$ cat config.mk
export PLATFORM = sky130hd
export DESIGN_NAME = ppfifo_write_arbiter_flat
export DESIGN_NICKNAME = d
export VERILOG_FILES = /design/src/rtl/ppfifo_write_arbiter_if.sv /design/src/rtl/ppfifo_write_arbiter.sv /design/src/flat_wrapper.sv
export SDC_FILE = /design/constraint.sdc
export NUM_CORES = 1
export LEC_CHECK = 0
export BUFFER_PORTS_ARGS = -buffer_cell sky130_fd_sc_hd__buf_2
export CORE_UTILIZATION = 50
export CTS_CLUSTER_DIAMETER = 60
export DETAILED_ROUTE_END_ITERATION = 8
export PLACE_DENSITY = 0.79
export SLEW_MARGIN = 20
export SYNTH_ARGS = -nofsm -noshare
export SYNTH_HDL_FRONTEND = slang
export SYNTH_SLANG_ARGS = --single-unit
$ cat constraint.sdc
create_clock -name clk -period 6.6 [get_ports clk]
set_input_delay 0.99 -clock clk [delete_from_list [all_inputs] [get_ports clk]]
set_output_delay 0.99 -clock clk [all_outputs]
set_load 0.05 [all_outputs]
$ cat src/rtl/ppfifo_write_arbiter_if.sv
// ppfifo_write_arbiter_if
//   Groups every signal between the write arbiter, its two block writers and
//   the downstream Ping Pong FIFO write controller.
//   slave  : the arbiter's view (takes requests/strobes, drives grants and FIFO side)
//   master : the environment's view (writers plus the PPFIFO write controller)
//
// Handshake semantics:
//   i_req[n] is a level held by writer n until o_gnt[n] rises. While granted,
//   i_stb[n] qualifies i_data<n> for exactly the cycle it is high (there is no
//   backpressure), and a single-cycle i_done[n] ends the block. o_ppfifo_stb
//   likewise qualifies o_ppfifo_data for one cycle towards the PPFIFO.
interface ppfifo_write_arbiter_if #(
  parameter int DATA_WIDTH = 32
);
  logic [1:0]            i_req;
  logic [1:0]            o_gnt;
  logic [23:0]           o_req_size;
  logic [1:0]            i_stb;
  logic [DATA_WIDTH-1:0] i_data0;
  logic [DATA_WIDTH-1:0] i_data1;
  logic [1:0]            i_done;
  logic                  o_overflow;
  logic                  o_ppfifo_clk;
  logic [1:0]            i_ppfifo_rdy;
  logic [1:0]            o_ppfifo_act;
  logic [23:0]           i_ppfifo_size;
  logic                  o_ppfifo_stb;
  logic [DATA_WIDTH-1:0] o_ppfifo_data;

  modport slave (
    input  i_req, i_stb, i_data0, i_data1, i_done, i_ppfifo_rdy, i_ppfifo_size,
    output o_gnt, o_req_size, o_overflow, o_ppfifo_clk, o_ppfifo_act,
           o_ppfifo_stb, o_ppfifo_data
  );

  modport master (
    output i_req, i_stb, i_data0, i_data1, i_done, i_ppfifo_rdy, i_ppfifo_size,
    input  o_gnt, o_req_size, o_overflow, o_ppfifo_clk, o_ppfifo_act,
           o_ppfifo_stb, o_ppfifo_data
  );
endinterface

$ cat src/rtl/ppfifo_write_arbiter.sv
// ppfifo_write_arbiter
//   Shares one Ping Pong FIFO write port between two block-oriented writers.
//   Acquires a ready downstream buffer, grants it to one writer for one block,
//   forwards that writer's strobes with a fixed one-cycle latency, releases the
//   buffer, then re-arbitrates round-robin.
// Ports
//   clk          system clock (also forwarded as bus.o_ppfifo_clk)
//   rst          synchronous, active-high reset
//   bus          ppfifo_write_arbiter_if.slave: writer and PPFIFO signals
//   o_dbg_state  current FSM state (0 idle, 1 grant, 2 release)
//   o_dbg_rr     round-robin pointer: requester that has priority next
module ppfifo_write_arbiter #(
  parameter int DATA_WIDTH = 32
) (
  input  logic                         clk,
  input  logic                         rst,
  ppfifo_write_arbiter_if.slave        bus,
  output logic [1:0]                   o_dbg_state,
  output logic                         o_dbg_rr
);

  typedef enum logic [1:0] {
    S_IDLE    = 2'd0,
    S_GRANT   = 2'd1,
    S_RELEASE = 2'd2
  } state_t;

  state_t                state_q, state_d;
  logic                  rr_q, rr_d;
  logic                  sel_q, sel_d;
  logic [1:0]            gnt_q, gnt_d;
  logic [1:0]            act_q, act_d;
  logic [23:0]           size_q, size_d;
  logic [23:0]           count_q, count_d;
  logic                  stb_q, stb_d;
  logic [DATA_WIDTH-1:0] data_q, data_d;
  logic                  ovf_q, ovf_d;

  always_ff @(posedge clk) begin
    if (rst) begin
      state_q <= S_IDLE;
      rr_q    <= 1'b0;
      sel_q   <= 1'b0;
      gnt_q   <= 2'b00;
      act_q   <= 2'b00;
      size_q  <= 24'd0;
      count_q <= 24'd0;
      stb_q   <= 1'b0;
      data_q  <= '0;
      ovf_q   <= 1'b0;
    end else begin
      state_q <= state_d;
      rr_q    <= rr_d;
      sel_q   <= sel_d;
      gnt_q   <= gnt_d;
      act_q   <= act_d;
      size_q  <= size_d;
      count_q <= count_d;
      stb_q   <= stb_d;
      data_q  <= data_d;
      ovf_q   <= ovf_d;
    end
  end

  always_comb begin
    state_d = state_q;
    rr_d    = rr_q;
    sel_d   = sel_q;
    gnt_d   = gnt_q;
    act_d   = act_q;
    size_d  = size_q;
    count_d = count_q;
    stb_d   = 1'b0;   // strobe and overflow are single-cycle pulses
    data_d  = data_q;
    ovf_d   = 1'b0;

    case (state_q)
      S_IDLE: begin
        act_d = 2'b00;
        gnt_d = 2'b00;
        if ((bus.i_req != 2'b00) && (bus.i_ppfifo_rdy != 2'b00)) begin
          // Pointer holder wins if it asks; otherwise the only other requester.
          sel_d   = bus.i_req[rr_q] ? rr_q : ~rr_q;
          gnt_d   = sel_d ? 2'b10 : 2'b01;
          act_d   = bus.i_ppfifo_rdy[0] ? 2'b01 : 2'b10;
          size_d  = bus.i_ppfifo_size;
          count_d = 24'd0;
          state_d = S_GRANT;
        end
      end

      S_GRANT: begin
        if (bus.i_stb[sel_q]) begin
          if (count_q < size_q) begin
            stb_d   = 1'b1;
            data_d  = sel_q ? bus.i_data1 : bus.i_data0;
            count_d = count_q + 24'd1;
            if (count_q + 24'd1 == size_q) state_d = S_RELEASE;
          end else begin
            ovf_d = 1'b1;
          end
        end
        // A full buffer (including a zero-sized one) releases even without done.
        if (bus.i_done[sel_q] || (count_q == size_q)) state_d = S_RELEASE;
      end

      S_RELEASE: begin
        act_d   = 2'b00;
        gnt_d   = 2'b00;
        size_d  = 24'd0;
        rr_d    = ~sel_q;
        state_d = S_IDLE;
      end

      default: state_d = S_IDLE;
    endcase
  end

  assign bus.o_gnt         = gnt_q;
  assign bus.o_ppfifo_act  = act_q;
  assign bus.o_req_size    = size_q;
  assign bus.o_ppfifo_stb  = stb_q;
  assign bus.o_ppfifo_data = data_q;
  assign bus.o_overflow    = ovf_q;
  assign bus.o_ppfifo_clk  = clk;
  assign o_dbg_state       = state_q;
  assign o_dbg_rr          = rr_q;

endmodule

$ cat src/flat_wrapper.sv
// flat-port wrapper written by rule: the top's interface ports become plain ports
module ppfifo_write_arbiter_flat 
#(
  parameter int DATA_WIDTH = 32
)
  (clk, rst, o_dbg_state, o_dbg_rr, bus_i_req, bus_i_stb, bus_i_data0, bus_i_data1, bus_i_done, bus_i_ppfifo_rdy, bus_i_ppfifo_size, bus_o_gnt, bus_o_req_size, bus_o_overflow, bus_o_ppfifo_clk, bus_o_ppfifo_act, bus_o_ppfifo_stb, bus_o_ppfifo_data);
  ppfifo_write_arbiter_if #(.DATA_WIDTH(DATA_WIDTH)) bus_i ();
  input  logic clk;
  input  logic rst;
  output logic [1:0] o_dbg_state;
  output logic o_dbg_rr;
  input wire logic [$bits(bus_i.i_req)-1:0] bus_i_req;
  input wire logic [$bits(bus_i.i_stb)-1:0] bus_i_stb;
  input wire logic [$bits(bus_i.i_data0)-1:0] bus_i_data0;
  input wire logic [$bits(bus_i.i_data1)-1:0] bus_i_data1;
  input wire logic [$bits(bus_i.i_done)-1:0] bus_i_done;
  input wire logic [$bits(bus_i.i_ppfifo_rdy)-1:0] bus_i_ppfifo_rdy;
  input wire logic [$bits(bus_i.i_ppfifo_size)-1:0] bus_i_ppfifo_size;
  output wire logic [$bits(bus_i.o_gnt)-1:0] bus_o_gnt;
  output wire logic [$bits(bus_i.o_req_size)-1:0] bus_o_req_size;
  output wire logic [$bits(bus_i.o_overflow)-1:0] bus_o_overflow;
  output wire logic [$bits(bus_i.o_ppfifo_clk)-1:0] bus_o_ppfifo_clk;
  output wire logic [$bits(bus_i.o_ppfifo_act)-1:0] bus_o_ppfifo_act;
  output wire logic [$bits(bus_i.o_ppfifo_stb)-1:0] bus_o_ppfifo_stb;
  output wire logic [$bits(bus_i.o_ppfifo_data)-1:0] bus_o_ppfifo_data;
  assign bus_i.i_req = bus_i_req;
  assign bus_i.i_stb = bus_i_stb;
  assign bus_i.i_data0 = bus_i_data0;
  assign bus_i.i_data1 = bus_i_data1;
  assign bus_i.i_done = bus_i_done;
  assign bus_i.i_ppfifo_rdy = bus_i_ppfifo_rdy;
  assign bus_i.i_ppfifo_size = bus_i_ppfifo_size;
  assign bus_o_gnt = bus_i.o_gnt;
  assign bus_o_req_size = bus_i.o_req_size;
  assign bus_o_overflow = bus_i.o_overflow;
  assign bus_o_ppfifo_clk = bus_i.o_ppfifo_clk;
  assign bus_o_ppfifo_act = bus_i.o_ppfifo_act;
  assign bus_o_ppfifo_stb = bus_i.o_ppfifo_stb;
  assign bus_o_ppfifo_data = bus_i.o_ppfifo_data;
  ppfifo_write_arbiter #(.DATA_WIDTH(DATA_WIDTH)) u_core (.clk(clk), .rst(rst), .bus(bus_i), .o_dbg_state(o_dbg_state), .o_dbg_rr(o_dbg_rr));
endmodule
==> flow_summary.toml <==
[run_status]
status = "finished clean"

[setup_path]
reg2reg_from = "u_core.count_q[0]"
critPathArrivalTime_ns = 3.73
path_class = "clk2out"
worstPathRequired_ns = 5.61
critPathLaunch = "clk"
start_kind = "clock port"
crit_fanout = 2
end_kind = "output pin"

[global_routing]
grt_max_degree = 91
antenna_found_initial = 0
grt_pass1_wl_um = 22910
grt.overflow.total = 0
grt_pass1_vias = 4903
grt_use_total_pct = 26.24

[layout]
area_delta_synth_final_pct = 19.96
layout-drive-gt1-share_pct = 27.04
num_antenna_cells = 0
fin_nets = 891
fillCellCount = 926

[die]
ios = 164
fp.coreArea_um2 = 10280
num_rows = 37
dieArea_um2 = 10930
initial_utilization_pct = 51.17
die-height_um = 104.6
die_x_um = 104.6

[yosys]
muxShareOfSynthArea_pct = 7.471
yosys.area.top_type = "dfxtp_1"
synth_top_area_share_pct = 34.26
synthArstFlopShare_pct = 0
yosys.area_share.adder_pct = 5.948
synth_common_cells = "nor2_1 (94), dfxtp_1 (90), a211oi_1 (39), mux2i_1 (37), nand2_1 (37)"
ys.flop_type = "dfxtp_1"
syn_area_um2 = 5259
yosysWarnings = 0
syn-num-nets = 760
ys_types = 63
synth-simple-area-share_pct = 21.58
synth_top_family_by_area = "simple AND/OR/NAND/NOR gates"
netlist_instances = 637
synth_compound_area_share_pct = 18.68
synthTopCellsByArea = "dfxtp_1 (34%), mux2i_1 (7.0%), nor2_1 (6.7%), ha_1 (5.9%), a211oi_1 (5.6%)"
synth_seq_area_share_pct = 34.26
post_synth.cell_area_avg_um2 = 8.256
synthXorXnorAreaFrac_pct = 5.163
synth_edf_count = 0
yosysMostFrequentCell = "nor2_1"
yosys_register_bits = 90

[timing]
max_slew.worst_pin.slew_ns = 1.075
setup_slack_ns = 1.880
rsz0062_at_grt = "false"
finalMaxSlewViolations = 0
clock_skew_ns = 0.01062
setup_violations = 0
fin_tns_setup_ns = 0
max_slew_margin_pct = 28.36
hold_viol_final = 0

[clock_tree]
cts_resized = 0
path_clk_slew_ns = 0.10
post_cts_buffers = 0
cts_tree = "built"
cts_hold_buf = 0
insertion_delay_ns = 0.48

[route]
drcViolationCount = 0
wirelength_um = 14070
ant_nets = 0
first_pass_iters = 5
vias = 5258
dr.first_iter.drc_count = 327
via_per_inst = 5.784
wl_per_cell_um = 15.48

[power]
ir_drop_mv = 0.2335
power.density_nw_per_um2 = 245.5
total_power_uw = 1549
leakagePower_uw = 0.002575

[placed_design]
dp_hpwl_um = 10010
pre_cts_ws_ns = 2.122
port_buffers = 163
gp_congestion = 0.8969

[flow_run]
maxCapViolations = 0

[worst_hold_path]
min_from = "u_core.bus.o_ppfifo_data[3]"
hp-class = "reg2reg"
## power by group
part	total (uW)	internal, uW	switching [uW]
logic	413	137	276
registers	624	580	43.6
clock network	512	267	245
total	1550	984	565
## flip-flops by register name, summed over array words and instances (netlist names), 2 cells and up
register                  count
u_core.bus.o_ppfifo_act       2
u_core.bus.o_gnt              2
u_core.bus.o_ppfifo_data     32
u_core.count_q               24
u_core.bus.o_req_size        24
u_core.o_dbg_state            2
## metal layers
| metal | vias up | wire length, um | track usage, % |
|---|---|---|---|
| li1 | 2557 | - | - |
| met1 | 2449 | 5654 | 29.72 |
| met2 | 216 | 7028 | 45.98 |
| met3 | 36 | 927 | 5.365 |
| met4 | 0 | 459 | 14.29 |
| met5 | - | 0 | 0 |
## worst paths after layout
| path | slack, ns | cells after the start | endpoint |
|---|---|---|---|
| hold / removal | 0.50 | 2 | u_core.bus.o_ppfifo_data[3] |
| setup / recovery | 1.88 | 3 | bus_o_ppfifo_clk |
| hold reg to reg | 0.50 | 2 | u_core.bus.o_ppfifo_data[3] |
| setup reg to reg | 3.16 | 8 | u_core.o_dbg_state[0] |
## cells in the final DEF, fill, tap and decap left out, types with 15 or more instances in the layout
master	netlist	final
nor2_1	94	93
buf_2	5	163
inv_1	29	29
nand4_1	15	15
nand3_1	20	20
ha_1	25	25
nand2_1	37	37
a21oi_1	31	31
dfxtp_1	90	89
a211oi_1	39	39
mux2i_1	37	37
o21ai_0	18	18
xnor2_1	23	23
a22oi_1	27	27
## area by class of cell
type                    count  area, um2  area share [%]
multi-input cells         468       3113           49.35
inverters                  29      108.9           1.725
clock buffers              14      183.9           2.916
repair buffers            166      840.8           13.33
clock inverters             6      88.84           1.408
flip-flops and latches     90       1803           28.58
well taps                 136      170.2           2.697
## cells by family (layout without fill, tap and decap cells)
family                   count (synthesis)  count (layout)
AND/OR/NAND/NOR                        230             230
AO/OA/AOI/OAI                          143             143
flip-flops                              90              90
buffers and inverters                   79             215
multiplexers                            39              39
XOR/XNOR                                31              31
adder cells (fa/ha/maj)                 25              25
## worst max-delay path, cell delays in order
cell and delay [ns]:
clkbuf_8 0.11, clkbuf_8 0.12, buf_2 0.20
## stage by stage
stage	util, %	instance area [um2]	hold slack (ns)	instances
5_1_grt	61.38	6309	0.5226	909
2_1_floorplan	-	5259	0.4853	637
3_5_place_dp	58.73	6036	0.4888	890
6_report	61.38	6309	0.4976	909
4_1_cts	61.33	6304	0.5024	909
3_3_place_gp	58.73	6036	0.4640	890
Note: power is estimated with default switching activity, not from simulation.
